==> config.mk <==
export PLATFORM = sky130hd
export DESIGN_NAME = dizy_round_ctrl
export DESIGN_NICKNAME = d
export VERILOG_FILES = /design/src/rtl/dizy_round_ctrl.sv
export SDC_FILE = /design/constraint.sdc
export NUM_CORES = 1
export LEC_CHECK = 0
export CAP_MARGIN = 25
export CORE_AREA = 2 2 255 257
export DETAILED_ROUTE_END_ITERATION = 6
export DIE_AREA = 0 0 257 259
export SETUP_SLACK_MARGIN = 0.4
export SLEW_MARGIN = 5
export SYNTH_ARGS = -nofsm -noshare
export SYNTH_HDL_FRONTEND = slang
export SYNTH_SLANG_ARGS = --single-unit
==> constraint.sdc <==
create_clock -name clk -period 1.4 [get_ports clk]
set_input_delay 0.21 -clock clk [delete_from_list [all_inputs] [get_ports clk]]
set_output_delay 0.21 -clock clk [all_outputs]
set_load 0.005 [all_outputs]
==> src/rtl/dizy_round_ctrl.sv <==
`default_nettype none
// ============================================================================
// Module   : dizy_round_ctrl
// Function : Round sequencer for iterative DIZY-80/128; holds state/key and
//            steps an external combinational round datapath NUM_RNDS times.
// Revision : 1.0 - initial release
// ============================================================================
module dizy_round_ctrl #(
    parameter int SIZE_STATE = 120,
    parameter int SIZE_KEY   = 80,
    parameter int NUM_RNDS   = 8
) (
    input  logic                  clk,
    input  logic                  rst_n,
    input  logic                  in_valid,
    output logic                  in_ready,
    input  logic [SIZE_STATE-1:0] in_data,
    input  logic [SIZE_KEY-1:0]   in_key,
    output logic [2:0]            rnd_cnt,
    output logic [SIZE_KEY-1:0]   rnd_key,
    output logic [SIZE_STATE-1:0] rnd_state,
    input  logic [SIZE_STATE-1:0] rnd_state_nxt,
    output logic                  out_valid,
    input  logic                  out_ready,
    output logic [SIZE_STATE-1:0] out_data,
    input  logic                  abort,
    output logic                  busy
);

    generate
        if ((NUM_RNDS < 1) || (NUM_RNDS > 8)) begin : g_bad_num_rnds
            $error("dizy_round_ctrl: NUM_RNDS must be in 1..8");
        end
    endgenerate

    localparam logic [2:0] c_last_cnt = 3'(NUM_RNDS - 1);

    typedef enum logic [1:0] {
        ST_IDLE = 2'd0,
        ST_RUN  = 2'd1,
        ST_DONE = 2'd2
    } fsm_e;

    fsm_e                  fsm_q,   fsm_d;
    logic [SIZE_STATE-1:0] state_q, state_d;
    logic [SIZE_KEY-1:0]   key_q,   key_d;
    logic [2:0]            cnt_q,   cnt_d;

    always_ff @(posedge clk) begin
        if (!rst_n) begin
            fsm_q   <= ST_IDLE;
            state_q <= '0;
            key_q   <= '0;
            cnt_q   <= 3'd0;
        end else begin
            fsm_q   <= fsm_d;
            state_q <= state_d;
            key_q   <= key_d;
            cnt_q   <= cnt_d;
        end
    end

    always_comb begin
        fsm_d     = fsm_q;
        state_d   = state_q;
        key_d     = key_q;
        cnt_d     = cnt_q;
        in_ready  = 1'b0;
        out_valid = 1'b0;
        busy      = 1'b0;

        case (fsm_q)
            ST_IDLE: begin
                in_ready = 1'b1;
                if (in_valid) begin
                    state_d = in_data;
                    key_d   = in_key;
                    cnt_d   = 3'd0;
                    fsm_d   = ST_RUN;
                end
            end

            ST_RUN: begin
                busy = 1'b1;
                // Abort freezes state/key where they are so the datapath view stays coherent.
                if (abort) begin
                    cnt_d = 3'd0;
                    fsm_d = ST_IDLE;
                end else begin
                    state_d = rnd_state_nxt;
                    if (cnt_q == c_last_cnt) begin
                        cnt_d = 3'd0;
                        fsm_d = ST_DONE;
                    end else begin
                        cnt_d = cnt_q + 3'd1;
                    end
                end
            end

            ST_DONE: begin
                out_valid = 1'b1;
                in_ready  = out_ready;
                if (out_ready) begin
                    if (in_valid) begin
                        state_d = in_data;
                        key_d   = in_key;
                        cnt_d   = 3'd0;
                        fsm_d   = ST_RUN;
                    end else begin
                        fsm_d = ST_IDLE;
                    end
                end
            end

            default: begin
                fsm_d = ST_IDLE;
                cnt_d = 3'd0;
            end
        endcase
    end

    assign rnd_state = state_q;
    assign out_data  = state_q;
    assign rnd_key   = key_q;
    assign rnd_cnt   = cnt_q;

endmodule
`default_nettype wire

==> impl_metrics.csv <==
group,metric,value,unit
status,status,"finished, violations left",
status,violations,"setup timing",
synth,syn_nets,1507,
synth,yosys-top-cells-area,"dfxtp_1, o211a_1, nor2_1",
global_route,antenna_found_initial,1,
job,drv_cap,0,
floorplan,fp.dieH,259,um
floorplan,num_rows,93,
sta,finalHoldViolations,0,
clock_network,cts_buffers,24,
critical_path,startpoint_type,"flip-flop",
sta,layout_min_cycle_time,1.67,ns
floorplan,start_util,0.152,
sta,fmax,0.599,GHz
clock_network,cts_htree_levels,1,
global_route,met2_usage,0.234,
critical_path,path_depth,7,
synth,synth_area_per_cell,8.22,um^2
synth,ys_seq_area_frac,0.423,
final_layout,final_nets,2220,
sta,max_slew_margin,0.638,
sta,max_slew.worst_pin.slew,0.541,ns
synth,synth_seq_cells,205,
critical_path,path_buf_inv,3,
final_layout,diodes,0,
sta,finClkSkew,0.00794,ns
routing,ant_nets,0,
critical_path,cp.arrival,2.10,ns
sta,rsz0062_at_grt,"true",
global_route,use_met3,0.0257,
power_and_ir_drop,p_per_area,1000,nW/um^2
critical_path,worst-setup-path-type,"flip-flop to flip-flop",
min_path,hold_depth,3,
critical_path,slowest_delay,0.35,ns
critical_path,r2r_cells,7,
synth,synth.largest_area_cell,"dfxtp_1",
global_route,grtUsageMet1,0.141,
critical_path,worstPathCellList,"buf_6 -> nand2b_1 -> a21oi_4 -> or2_4 -> buf_4 -> clkbuf_16 -> o211a_1",
sta,worst_slack,-0.269,ns
routing,drt_iter0_markers,645,
synth,synthTopCellsByCount,"nor2_1, dfxtp_1, nand2_1",
final_layout,final_area,20100,um^2
global_route,top_usage_layer,"met2",
critical_path,path_max_fanout,17,
sta,holdWs,0.146,ns
clock_network,clock_sinks,205,
synth,synth.distinct_cells,25,
critical_path,cpLargestDelayFamily,"buffers and inverters",
global_route,grt_max_degree,96,
final_layout,area_delta_synth_final,107,%
power_and_ir_drop,vdd_drop_max,0.000626,V
floorplan,core_area,63900,um^2
routing,postRouteWirelength,50100,um
floorplan,die-area,66600,um^2
placed_design,place_congestion,0.922,
sta,tns,-40.44,ns
sta,post-route-period-util,1.19,
global_route,grt_usage,0.126,
synth,yosysTopAreaCellShare,0.423,
placed_design,hpwl,31300,um
synth,synth_area,9700,um^2
placed_design,place_area,16800,um^2
synth,synthCells,1180,
clock_network,clk_latency,0.54,ns
routing,viasPerCell,4.13,
routing,route.detailed.drc,0,
synth,synth_enable_flop_cells,0,
clock_network,path_clk_slew,0.06,ns
power_and_ir_drop,p_leak,0.00943,uW
global_route,grt_pass1_wl,66600,um
final_layout,fillers,6484,
final_layout,final_util,0.314,
final_layout,drive_gt1_frac,0.452,
sta,final_max_slew_viol_count,0,
global_route,overflow,0,
synth,synth_most_common_cell,"nor2_1",
global_route,grt_pass1_vias,11500,
synth,yosysWarningCount,0,
clock_network,clk_path_buf_depth,3,
clock_network,cts_tree,"done",
sta,setup_viol,205,
routing,drtPass1Iterations,5,
critical_path,worstSetupEndpointType,"flip-flop",
critical_path,slowest_stage,"dfxtp_4",
floorplan,io_pins,651,
final_layout,finalNonFillerCells,2765,
synth,async_reset_ff_frac,0,
synth,synth-main-ff-cell,"dfxtp_1",
min_path,hp-class,"input port to flip-flop",
routing,num_vias,11400,
placed_design,dp_cells,2530,
placed_design,io_buffers,650,
critical_path,crit_required,1.83,ns
floorplan,fp.dieW,257,um
routing,wire_per_inst,18.1,um
clock_network,root_buffer,"clkbuf_16",
## cells by family (layout without fill, tap and decap cells)
logic type,count (synthesis),after routing,share of synthesized area
adders and majority gates,2,2,0.00258
buffers and inverters,228,958,0.139
and+or+nand+nor,418,418,0.166
DFF,205,205,0.423
muxes,1,1,0.00103
AOI/OAI and AO/OA,326,326,0.267
## placed cells by master (no fill, tap or decap), types with 2 or more instances in the layout
master	instances
buf_16	5
buf_6	317
a21boi_1	73
o22ai_1	120
buf_4	86
clkbuf_8	6
nand2_1	157
ha_4	2
clkbuf_1	3
nor2b_1	5
nand2_2	2
nand2b_4	3
nand2b_1	2
buf_12	29
a21boi_2	7
a21oi_1	2
nor2_2	5
nor2_4	4
nor2_1	235
dfxtp_4	40
clkinv_2	5
clkdlybuf4s50_1	323
dfxtp_2	165
bufinv_16	3
clkbuf_16	39
clkbuf_2	3
o211a_1	120
buf_2	127
buf_8	7
## metal layers
layer,part of all wire,vias up
met1,0.38,5387
met4,0.040,2
met5,0.00032,-
li1,-,5378
met2,0.51,572
met3,0.064,85
## path summary, 6_finish.rpt
kind	slack [ns]	startpoint	end
worst min-delay path	0.15	rst_n	out_data[0]
worst min register to register	0.45	rnd_key[14]	rnd_key[14]
worst max-delay path	-0.27	fsm_q[0]	out_data[112]
worst max register to register	-0.27	fsm_q[0]	out_data[112]
## worst reg2reg max path: stages (launching register included)
cell	delay [ns]
dfxtp_4	0.35
buf_6	0.12
nand2b_1	0.14
a21oi_4	0.09
or2_4	0.29
buf_4	0.17
clkbuf_16	0.18
o211a_1	0.22
## metrics by stage
stage	setup slack [ns]	power (uW)
floorplan	0.0262	9000
global placement	-0.601	11900
detailed placement	-0.616	11900
CTS	-0.239	19500
global route	-0.330	21000
finish	-0.269	20100
## final cells by class
type	instances	area, um^2	share of cell area
well taps	855	1070	0.0533
clock buffers	34	719	0.0358
repair buffers	913	9290	0.463
multi-input cells	747	4400	0.219
clock inverters	9	123	0.00611
flip-flops and latches	205	4460	0.222
inverters	2	15.0	0.000748
## state kept, by name, summed over array words and instances, names as in the netlist
register and flops:
fsm_q 2, out_data 120, rnd_cnt 3, rnd_key 80
## where the power goes
part	internal, uW	total (uW)	switching [uW]
sequential	6470	6970	495
combinational	4000	6420	2430
clock	4100	6700	2590
total	14600	20100	5510
## what timing repair did
action                                  in CTS  in global routing
setup buffers                              131                 41
endpoints found under the setup margin     531                531
hold endpoints to repair                    18                 18
resized for setup                         1785                121
pin swaps                                    2                  8
gates cloned                                 0                 19
Power figures use the tool's default switching activity.
